### src/rtl/vect_pkg.sv
// Shared types for the vector-instruction issue queue: sequencer states and the
// queued entry layout (instruction word plus both scalar operands).
package vect_pkg;

   localparam int unsigned IQ_XLEN = 32;

   typedef enum logic [1:0] {
      IQ_IDLE,
      IQ_ISSUE,
      IQ_SETTLE,
      IQ_WAIT
   } issue_state_t;

   typedef struct packed {
      logic [IQ_XLEN-1:0] instr;
      logic [IQ_XLEN-1:0] rs1;
      logic [IQ_XLEN-1:0] rs2;
   } iq_entry_t;

endpackage

### src/rtl/vq_fifo.sv
// Small synchronous FIFO with flush; head entry is visible combinationally on rdata_o.
// Depth must be a power of two so the pointers wrap naturally.
module vq_fifo #(
   parameter int unsigned WIDTH = 96,
   parameter int unsigned DEPTH = 4
) (
   input  logic                     clk_i,
   input  logic                     rst_i,
   input  logic                     push_i,
   input  logic                     pop_i,
   input  logic                     flush_i,
   input  logic [WIDTH-1:0]         wdata_i,
   output logic [WIDTH-1:0]         rdata_o,
   output logic                     full_o,
   output logic                     empty_o,
   output logic [$clog2(DEPTH):0]   count_o
);

   localparam int unsigned PtrW = $clog2(DEPTH);
   localparam int unsigned CntW = $clog2(DEPTH) + 1;

   logic [WIDTH-1:0] mem_q [DEPTH];
   logic [PtrW-1:0]  wr_ptr_q, rd_ptr_q;
   logic [CntW-1:0]  count_q;
   logic             do_push, do_pop;

   assign full_o  = (count_q == CntW'(DEPTH));
   assign empty_o = (count_q == '0);
   assign count_o = count_q;
   assign rdata_o = mem_q[rd_ptr_q];

   // A full FIFO refuses the push even when a pop frees a slot in the same cycle.
   assign do_push = push_i && !full_o && !flush_i;
   assign do_pop  = pop_i && !empty_o && !flush_i;

   always_ff @(posedge clk_i or posedge rst_i) begin
      if (rst_i) begin
         wr_ptr_q <= '0;
         rd_ptr_q <= '0;
         count_q  <= '0;
      end else if (flush_i) begin
         wr_ptr_q <= '0;
         rd_ptr_q <= '0;
         count_q  <= '0;
      end else begin
         if (do_push) wr_ptr_q <= wr_ptr_q + PtrW'(1);
         if (do_pop)  rd_ptr_q <= rd_ptr_q + PtrW'(1);
         if (do_push && !do_pop)      count_q <= count_q + CntW'(1);
         else if (!do_push && do_pop) count_q <= count_q - CntW'(1);
      end
   end

   always_ff @(posedge clk_i) begin
      if (do_push) mem_q[wr_ptr_q] <= wdata_i;
   end

endmodule

### src/rtl/vinstr_issue_queue.sv
// Decouples the scalar core's vector-instruction port from the vector core: entries are
// queued, then issued one at a time with a settle window before vready_i is trusted again.
module vinstr_issue_queue
   import vect_pkg::*;
#(
   parameter int unsigned DATA_WIDTH = IQ_XLEN,
   parameter int unsigned DEPTH      = 4,
   parameter int unsigned SETTLE_CYC = 2
) (
   input  logic                     clk_i,
   input  logic                     rst_i,
   input  logic                     sreq_i,
   input  logic [DATA_WIDTH-1:0]    sinstr_i,
   input  logic [DATA_WIDTH-1:0]    srs1_i,
   input  logic [DATA_WIDTH-1:0]    srs2_i,
   output logic                     sack_o,
   input  logic                     flush_i,
   output logic                     vreq_o,
   output logic [DATA_WIDTH-1:0]    vinstr_o,
   output logic [DATA_WIDTH-1:0]    vrs1_o,
   output logic [DATA_WIDTH-1:0]    vrs2_o,
   input  logic                     vready_i,
   output logic                     full_o,
   output logic [$clog2(DEPTH):0]   pending_o,
   output logic                     busy_o
);

   localparam int unsigned SetW = (SETTLE_CYC > 1) ? $clog2(SETTLE_CYC) : 1;

   issue_state_t          state_q, state_d;
   logic [SetW-1:0]       settle_q, settle_d;
   logic [DATA_WIDTH-1:0] vinstr_q, vrs1_q, vrs2_q;
   logic                  busy_q;

   iq_entry_t             wr_entry, head;
   logic                  fifo_full, fifo_empty;
   logic [$clog2(DEPTH):0] fifo_count;
   logic                  issue;

   // Entry layout is fixed by iq_entry_t, so DATA_WIDTH is expected to equal IQ_XLEN.
   always_comb begin
      wr_entry       = '0;
      wr_entry.instr = sinstr_i;
      wr_entry.rs1   = srs1_i;
      wr_entry.rs2   = srs2_i;
   end

   vq_fifo #(
      .WIDTH ($bits(iq_entry_t)),
      .DEPTH (DEPTH)
   ) u_fifo (
      .clk_i   (clk_i),
      .rst_i   (rst_i),
      .push_i  (sreq_i),
      .pop_i   (issue),
      .flush_i (flush_i),
      .wdata_i (wr_entry),
      .rdata_o (head),
      .full_o  (fifo_full),
      .empty_o (fifo_empty),
      .count_o (fifo_count)
   );

   // No bypass: an entry must already sit in the FIFO before it can be issued.
   assign issue  = (state_q == IQ_IDLE) && !fifo_empty && vready_i && !flush_i;
   assign sack_o = sreq_i && !fifo_full && !flush_i;

   always_comb begin
      state_d  = state_q;
      settle_d = settle_q;
      unique case (state_q)
         IQ_IDLE: begin
            if (issue) state_d = IQ_ISSUE;
         end
         IQ_ISSUE: begin
            settle_d = SetW'(SETTLE_CYC - 1);
            state_d  = IQ_SETTLE;
         end
         IQ_SETTLE: begin
            if (settle_q == '0) state_d = IQ_WAIT;
            else                settle_d = settle_q - SetW'(1);
         end
         IQ_WAIT: begin
            if (vready_i) state_d = IQ_IDLE;
         end
         default: state_d = IQ_IDLE;
      endcase
   end

   always_ff @(posedge clk_i or posedge rst_i) begin
      if (rst_i) begin
         state_q  <= IQ_IDLE;
         settle_q <= '0;
         vinstr_q <= '0;
         vrs1_q   <= '0;
         vrs2_q   <= '0;
         busy_q   <= 1'b0;
      end else begin
         state_q  <= state_d;
         settle_q <= settle_d;
         busy_q   <= (state_q != IQ_IDLE) || !fifo_empty;
         // Operands load only on pop so the vector core's late capture sees stable values.
         if (issue) begin
            vinstr_q <= head.instr;
            vrs1_q   <= head.rs1;
            vrs2_q   <= head.rs2;
         end
      end
   end

   assign vreq_o    = (state_q == IQ_ISSUE);
   assign vinstr_o  = vinstr_q;
   assign vrs1_o    = vrs1_q;
   assign vrs2_o    = vrs2_q;
   assign full_o    = fifo_full;
   assign pending_o = fifo_count;
   assign busy_o    = busy_q;

endmodule

### config.mk
export PLATFORM = sky130hd
export DESIGN_NAME = vinstr_issue_queue
export DESIGN_NICKNAME = d
export VERILOG_FILES = /design/src/rtl/vect_pkg.sv /design/src/rtl/vq_fifo.sv /design/src/rtl/vinstr_issue_queue.sv
export SDC_FILE = /design/constraint.sdc
export NUM_CORES = 1
export LEC_CHECK = 0
export ABC_AREA = 0
export BUFFER_PORTS_ARGS = -buffer_cell sky130_fd_sc_hd__buf_2
export CORE_ASPECT_RATIO = 1.1
export CORE_MARGIN = 2
export CORE_UTILIZATION = 40
export CTS_BUF_LIST = sky130_fd_sc_hd__clkbuf_8
export DETAILED_ROUTE_END_ITERATION = 8
export SLEW_MARGIN = 20
export SYNTH_ARGS = -nofsm -noshare
export SYNTH_HDL_FRONTEND = slang
export SYNTH_SLANG_ARGS = --single-unit
### constraint.sdc
create_clock -name clk_i -period 4.8 [get_ports clk_i]
set_input_delay 0.48 -clock clk_i [delete_from_list [all_inputs] [get_ports clk_i]]
set_output_delay 0.48 -clock clk_i [all_outputs]
set_load 0.02 [all_outputs]
==> results.txt, run 1 <==
The flow ran to the end, and the final reports show no timing, DRC or antenna violations. The most instantiated library cell after synthesis is sky130_fd_sc_hd__edfxtp_1. The pin count of the biggest net entering global routing is 84.

The number of standard cells in the final layout excluding fillers is about 1,800. The setup violation total in the final timing report is 0. The most frequent cell on the critical path is sky130_fd_sc_hd__nor3_1. The total overflow left after global routing is 0. The slew at the pin closest to its max-slew limit came out at 957.8 ps. The critical path goes through inv_1 -> ha_1 -> nand2_8 -> and2_1 -> fa_1 -> nor4b_1 -> nor3_1 -> nor3_1.

Hold is met by 69.37 ps. The first-pass GRT wire length came out at 56.51 mm. The startpoint-to-endpoint class of the critical path is reg -> reg. The number of cells on the critical path came out at 8. For the final database, setup skew stands at 27.12 ps.

Counting every sink on the clock net gives 491. The predominant post-synthesis flop cell is sky130_fd_sc_hd__edfxtp_1. The fraction of registers with async set/reset came out at 0.2179. Counting cells, the worst reg-to-reg path comes to 8.

The top cell type's share of synthesized area came out at 0.6339. The data arrival time of the worst path is 3350 ps. In this run the critical register-to-register path is captured at u_fifo.count_o[2]. The maximum fanout along the worst path is 48.

Registers take 14,220 um2. The category of the worst setup path launch point is a register. The number of storage elements in the synthesis netlist is 491. The number of buffers inserted during clock tree synthesis is 81. The number of optimization iterations in the first detailed-route pass is 4. By count the netlist is led by sky130_fd_sc_hd__edfxtp_1, sky130_fd_sc_hd__dfrtp_1, sky130_fd_sc_hd__mux4_2. Summing every instance area after synthesis gives 18,190 um2. Counting every instance in the synthesized netlist gives 784. The post-synthesis area per instance is between 20 and 25 um2. After synthesis, the cell types taking the most area are sky130_fd_sc_hd__edfxtp_1, sky130_fd_sc_hd__dfrtp_1, sky130_fd_sc_hd__mux4_2.

The required time of the critical path came out at 5360 ps. The number of warning messages in the yosys log came out at 0. Summed over all cells, the static leakage comes to 8.141 nW.

Counting both buffers and inverters, the worst setup path holds a total of 1. Routability-driven placement finished with a final weighted congestion of between 0.7 and 0.8. The die is slightly above 200 um wide. The floorplan die height came out at 227.7 um.

The number of nets in the finished design came out at 1,212. The highest cell delay on the worst timing path came out at about 430 ps. In this run the worst setup path begins at state_q[0]. The die outline area came out at 47,200 um2. For this configuration, the core starts out at a cell density of 0.4070.

In this run, the number of DRC markers left after iteration 0 of detailed routing was around 450. The number of antenna violations at the first check in global routing was 3. For the final routed database, the setup TNS stands at 0 ps. Of the synthesized area, sequential elements account for 0.7811.

The reported max-cap violation count is 0. The TritonCTS clock tree is built. The final count of hold timing violations is 0. The synthesis-to-finish area growth is 21.84%. In this run the critical register-to-register path is launched from state_q[0].

The total global routing track utilization came out at 0.1608. The total nets after synthesis came out at 895. The final HPWL from detailed placement came out at 20.29 mm. The root buffer cell chosen for the clock tree is sky130_fd_sc_hd__clkbuf_8. The post-route total power is between 0.01 and 0.015 W.

Counting along the longest clock path gives a buffer depth of 3. The layout cell share with drive strength beyond 1 came out at 0.4589. The category of the worst setup path capture point is a register. The average vias per placed instance is roughly 5.

The post-route DRC violation count came out at 0. The area of the core is 44,690 um2. The count of distinct cell types in the synthesized netlist came out at 36. Clock-pin slew was measured on the worst setup and hold paths at roughly 70 ps. The number of global-route vias before repair came out at 9,703. For this design the ratio of total power to cell area is 532.2 nW/um2. The time the final worst path needs with I/O delays and setup came out at ~2800 ps.

The number of gates resized after cts came out at 0. The multi-input combinational cells in the finished layout cover a total of 3751 um2. The number of max-slew violations in the final report is 0. The total placed cells including tap cells is 1,542. The final antenna-violating net count came out at 0. Of the available clock period, the critical path in the final layout requires 0.5817.

The number of input and output port buffers inserted came out at 203. Static timing analysis puts the maximum clock frequency at 358.2 MHz. The family with the most delay on the worst path is simple AND/OR/NAND/NOR gates. The relative slew slack came out at 0.3615. The number of fillers in the final layout is about 3,700. The clock tree synthesis step divided the H-tree into 3 levels.

In this run, synthesis inferred 384 flip-flops with an integrated enable. Setup slack on the worst reg-to-reg path comes out at 2010 ps. The path class of the tightest hold or removal check is in -> async. Setup repair after global routing left no endpoint under its margin.

The total number of vias came out at 8,711. On the critical path, the stage with the largest delay is an instance of sky130_fd_sc_hd__nor4b_1. IR analysis of the VDD net gives a maximum drop of 0.2659 mV. The latest clock arrival within the worst-skew pair is around 640 ps. The synthesized design spends more area on one cell type than any other, namely sky130_fd_sc_hd__edfxtp_1. The number of rows created at floorplan came out at 81. The average wire length per cell after detail routing came out at 21.31 um. The aggregate routed wire length is 37.30 mm.

The boundary pin count is 204.
## worst register-to-register path, delay by kind of cell (launching register included)
kind,cells,cell delay [ps]
flip-flops,1,400
AND/OR/NAND/NOR,5,1360
buffers and inverters,1,140
adder cells (fa/ha/maj),2,810
## worst max-delay path by stage
stage | endpoint | slack [ps]
2_1_floorplan | u_fifo.mem_q[0][0] | 690
3_3_place_gp | u_fifo.count_o[2] | 1980
3_5_place_dp | u_fifo.count_o[2] | 1890
4_1_cts | u_fifo.count_o[2] | 1930
5_1_grt | u_fifo.count_o[2] | 1700
6_report | u_fifo.count_o[2] | 2010
## through the flow
step / area [um2] / worst slack (ps) / utilization
after floorplan: 18190 / 685.3 / -
after global placement: 19900 / 1975 / 0.4452
after detailed placement: 19900 / 1888 / 0.4452
after CTS: 22160 / 1935 / 0.4959
after global routing: 22170 / 1704 / 0.4959
final: 22170 / 2008 / 0.4959
## layout make-up
class | count | area share
multi-input combinational | 247 | 0.1692
inverter | 11 | 0.002089
timing repair buffer | 269 | 0.07801
sequential | 491 | 0.6414
clock buffer | 98 | 0.06085
tap | 581 | 0.03280
clock inverter | 52 | 0.01552
antenna | 1 | 0.0001129
## sequential cells by signal, indices dropped and copies added (netlist names), 2 cells and up
name / count
u_fifo.rd_ptr_q: 2
vrs1_o: 32
u_fifo.wr_ptr_q: 2
vinstr_o: 32
u_fifo.count_o: 3
u_fifo.mem_q: 384
state_q: 2
vrs2_o: 32
## power breakdown
part	leakage, nW	switching [W]	internal [W]
clock	0.971	0.00164	0.00208
combinational	2.37	0.00137	0.00113
sequential	4.80	0.000342	0.00524
## kinds of logic (layout without fill, tap and decap cells)
logic type | after synthesis | count (layout) | synth area share
flops | 491 | 491 | 0.7811
fa+ha+maj | 10 | 10 | 0.007291
simple gates | 28 | 28 | 0.008667
compound gates | 10 | 10 | 0.004746
other cells | 0 | 1 | 0
buf+inv | 46 | 430 | 0.01403
mux | 195 | 195 | 0.1823
xor+xnor | 4 | 4 | 0.001926
## layout by cell type (no fill, tap or decap), types with 2 or more instances in the layout
master,instances
sky130_fd_sc_hd__edfxtp_1,384
sky130_fd_sc_hd__buf_2,203
sky130_fd_sc_hd__dfrtp_1,105
sky130_fd_sc_hd__clkbuf_8,98
sky130_fd_sc_hd__mux4_2,96
sky130_fd_sc_hd__mux2_2,86
sky130_fd_sc_hd__dlygate4sd3_1,57
sky130_fd_sc_hd__inv_1,38
sky130_fd_sc_hd__mux2_4,11
sky130_fd_sc_hd__ha_1,9
sky130_fd_sc_hd__clkinv_2,9
sky130_fd_sc_hd__nor2_1,8
sky130_fd_sc_hd__buf_12,6
sky130_fd_sc_hd__nand2_1,4
sky130_fd_sc_hd__and2_4,4
sky130_fd_sc_hd__clkinvlp_4,4
sky130_fd_sc_hd__bufinv_16,4
sky130_fd_sc_hd__xnor2_1,3
sky130_fd_sc_hd__nand3_1,3
sky130_fd_sc_hd__clkinv_1,3
sky130_fd_sc_hd__buf_4,3
sky130_fd_sc_hd__a21oi_1,2
sky130_fd_sc_hd__mux2i_1,2
sky130_fd_sc_hd__inv_6,2
sky130_fd_sc_hd__nor3_1,2
sky130_fd_sc_hd__dfrtp_4,2
## per-layer routing
metal / global-route usage / part of all wire
met5: 0 / 0.00035
met3: 0.04507 / 0.058
met1: 0.1853 / 0.40
met4: 0.06889 / 0.026
met2: 0.2835 / 0.52
## repair_timing
item,in CTS,in global routing
hold endpoints to repair,195,0
hold buffers,57,0
buffers inserted,0,0
No activity file was read; power rests on OpenSTA's default activity.
==> inputs of run 2 (changes only) <==
clock period = 2.44 ns   (was 4.8 ns; I/O delays follow)
==> run 2 against run 1 <==
  * Worst hold slack gained 66 ps
  * Critical path type unchanged
  * Non-clock buffer count grew 64
  * Sequential share of layout area decreased by 1.7 points
  * Largest power group unchanged
  * Maximum frequency is 22% higher
  * Worst setup slack worse by 1900 ps
  * Register-to-register slack lost 1900 ps
  * Largest cell class unchanged
  * Combinational power up 110%
  * Core utilization grew 1.3 points
  * First-iteration DRC count grew 5.6%
  * Highest routed layer is now met4
  * Clock skew decreased by 7.3 ps
  * Global-route usage barely moved
  * Sequential cell count is the same
==> results.txt, run 2 (synthesized netlist as in run 1, its figures left out) <==
The number of buffers inserted during clock tree synthesis came to 82 (+1.2%). The amount of wire on met2 after detailed routing came out at 18.60 mm (-3.9%). The worst vdd rail ir drop was 0.5274 mV (+98%). The category of the worst setup path launch point is a register. The number of fillers in the final layout is 3,616 (-2.1%). The critical path startpoint is u_fifo.count_o[0]. The setup violation total in the final timing report was 0 (unchanged). The number of rows created at floorplan came to 81 (unchanged). The startpoint-to-endpoint class of the critical path is reg -> reg. The maximum clock rate is 436.9 MHz (+22%). The worst hold path belongs to the class in -> reg. The period utilization came to 0.9381 (+0.3565).

The number of global-route vias before repair is 9,690 (-0.13%). In this run the critical register-to-register path is captured at u_fifo.count_o[2]. The met3 routed wirelength is 2.326 mm (+7.8%). The last element of the critical path is u_fifo.count_o[2].

The overflow left after global routing came to 0 (unchanged). The number of optimization iterations in the first detailed-route pass came out at 5 (+1). From synthesis to final layout, the design area changed by 25.11%. The first-pass GRT wire length came out at 56.64 mm (+0.23%). The power per standard cell area came out at 995.9 nW/um2 (+87%). The weighted congestion at the end of routability-driven global placement is 0.7646 (about the same). The number of DRC violations after detailed-routing iteration 0 came out at 470 (+5.6%). The clock transition time at the flip-flop clock pins of the worst setup and hold paths was 60 ps (about the same).

The family with the most delay on the worst path is simple AND/OR/NAND/NOR gates. The buffers inserted during post-CTS setup optimization came out at 0 (unchanged). The final antenna-violating net count came out at 0 (unchanged). The most frequent cell on the critical path is sky130_fd_sc_hd__nor3_1. The total number of vias is 8,897 (+2.1%).

The most common library cell in the layout ignoring fill and taps is sky130_fd_sc_hd__edfxtp_1. The final HPWL from detailed placement is 20.80 mm (+2.5%). The final count of hold timing violations is 0 (unchanged). The aggregate routed wire length was 36.89 mm (-1.1%). The critical path goes through or3b_4 -> nand2_2 -> nor2_2 -> and2_1 -> fa_1 -> nor4b_2 -> nor3_1 -> nor3_1. The flow ran to the end, and the final reports show no timing, DRC or antenna violations. The effective utilization at floorplan came out at 0.4070 (unchanged).

The slew at the pin closest to its max-slew limit is 695.8 ps (-261.9 ps). The relative slew slack is 0.5361 (+0.1746). Among all stages on the critical path, the largest delay is contributed by sky130_fd_sc_hd__or3b_4. The static leakage power is 8.426 nW (+3.5%). The post-route total power is 0.02267 W (+92%).

The average vias per placed instance came to 4.905 (-1.5%). In this run the critical register-to-register path is launched from u_fifo.count_o[0]. The category of the worst setup path capture point is a register.

The layout cell share with drive strength beyond 1 came out at 0.4416 (-0.01735). The number of input and output port buffers inserted is 203 (unchanged). The time the final worst path needs with I/O delays and setup came out at 2289 ps (-503.0 ps).

The cell sitting at the root of the clock tree is a sky130_fd_sc_hd__clkbuf_8. The flip-flop count of the largest register after layout is 384 (unchanged). The final total negative setup slack came to 0 ps (unchanged).

The number of cells on the critical path came to 8 (unchanged). The total number of clock tree sinks is 491 (unchanged). The final clock skew was 19.84 ps (-7.279 ps). The die outline area was 47,200 um2 (unchanged). The slack of the critical path is 150.9 ps (-1857 ps). Ranked by flip-flop count, first place goes to u_fifo.mem_q. The number of levels in the clock H-tree is 3 (unchanged). The number of antenna violations at the first check in global routing was 1 (-2). The die width is 207.3 um (unchanged). The required time of the critical path was 3000 ps (-2360 ps). The number of max-slew violations in the final report is 0 (unchanged). The number of nets in the finished design came out at 1,277 (+5.4%). The post-route DRC violation count came out at 0 (unchanged). The maximum fanout along the worst path came to 6 (-88%). The total global routing track utilization came to 0.1604 (-0.0004320). The highest metal layer carrying signal wires in the routed design is met4. The floorplan die height came out at 227.7 um (unchanged).

The post-placement setup slack came out at 153.7 ps (-1734 ps). The flop-to-flop setup slack came to 150 ps (-1860 ps). The pin count of the biggest net entering global routing came out at 97 (+15%). The logic depth of the worst register-to-register path is 8 (unchanged). The number of buffers between clock root and the deepest sink came out at 3 (unchanged). The data arrival time of the worst path came out at 2850 ps (-500 ps). The latest clock arrival within the worst-skew pair is 650 ps (about the same). The boundary pin count was 204 (unchanged). The reported max-cap violation count is 0 (unchanged). The highest cell delay on the worst timing path came to 450 ps (+20 ps). The average wire length per cell after detail routing was 20.34 um (-4.6%). TritonCTS built the clock tree. In the layout the commonest cells are sky130_fd_sc_hd__edfxtp_1, sky130_fd_sc_hd__buf_2, sky130_fd_sc_hd__dfrtp_1, sky130_fd_sc_hd__dlygate4sd3_1, sky130_fd_sc_hd__mux4_2. The number of buffers and inverters on the critical path came to 0 (-1).

The area of the core is 44,690 um2 (unchanged). The routed length on met1 is 15.22 mm (+2.9%). Setup repair after global routing left no endpoint under its margin.
## run 2: area by class of cell
| class | count | area (um2) | area share |
|---|---|---|---|
| Tap cell | 581 | 726.9 | 0.03194 |
| Inverter | 11 | 45.04 | 0.001979 |
| Timing Repair Buffer | 333 | 2502 | 0.1100 |
| Multi-Input combinational cell | 247 | 3765 | 0.1654 |
| Sequential cell | 491 | 14220 | 0.6247 |
| Clock inverter | 58 | 234.0 | 0.01028 |
| Antenna cell | 1 | 2.502 | 0.0001100 |
| Clock buffer | 92 | 1266 | 0.05564 |
## run 2: worst min path at each step
| stage | startpoint | endpoint | cells after the start |
|---|---|---|---|
| 6_report | vready_i | u_fifo.rd_ptr_q[0] | 4 |
| 4_1_cts | vready_i | u_fifo.rd_ptr_q[0] | 4 |
| 5_1_grt | vready_i | u_fifo.rd_ptr_q[0] | 4 |
| 3_3_place_gp | rst_i | vrs2_o[24] | 3 |
| 2_1_floorplan | srs2_i[0] | u_fifo.mem_q[0][0] | 0 |
| 3_5_place_dp | rst_i | vrs2_o[24] | 3 |
## run 2: metal layers
layer  GRT usage  vias up
met3     0.04850       53
met5           0        -
li1            -     3980
met2      0.2713      233
met4     0.06221        0
met1      0.1951     4631
## run 2: power breakdown
part	leakage (nW)	internal, W	switching, W	total [W]
clock	0.915	0.00344	0.00313	0.00657
combinational	2.71	0.00241	0.00285	0.00526
sequential	4.80	0.0103	0.000527	0.0108
## run 2: repair_timing
item                                   4_1_cts  5_1_grt
hold buffers                                99        0
gates resized for setup                      0        0
endpoints found under the hold margin      498        0
## run 2: tightest hold or removal path, cell delays in order
cell and delay (ps):
sky130_fd_sc_hd__buf_2 140, sky130_fd_sc_hd__o311a_1 180, sky130_fd_sc_hd__xnor2_1 140, sky130_fd_sc_hd__nor2_1 50
## run 2: stage by stage
step,util,cells,area [um2],hold WS [ps]
after global placement,0.4534,1564,20260,390.0
after global routing,0.5092,1814,22760,151.2
after detailed placement,0.4534,1564,20260,387.1
after CTS,0.5091,1813,22760,72.65
final,0.5092,1814,22760,135.6
after floorplan,-,784,18220,342.9
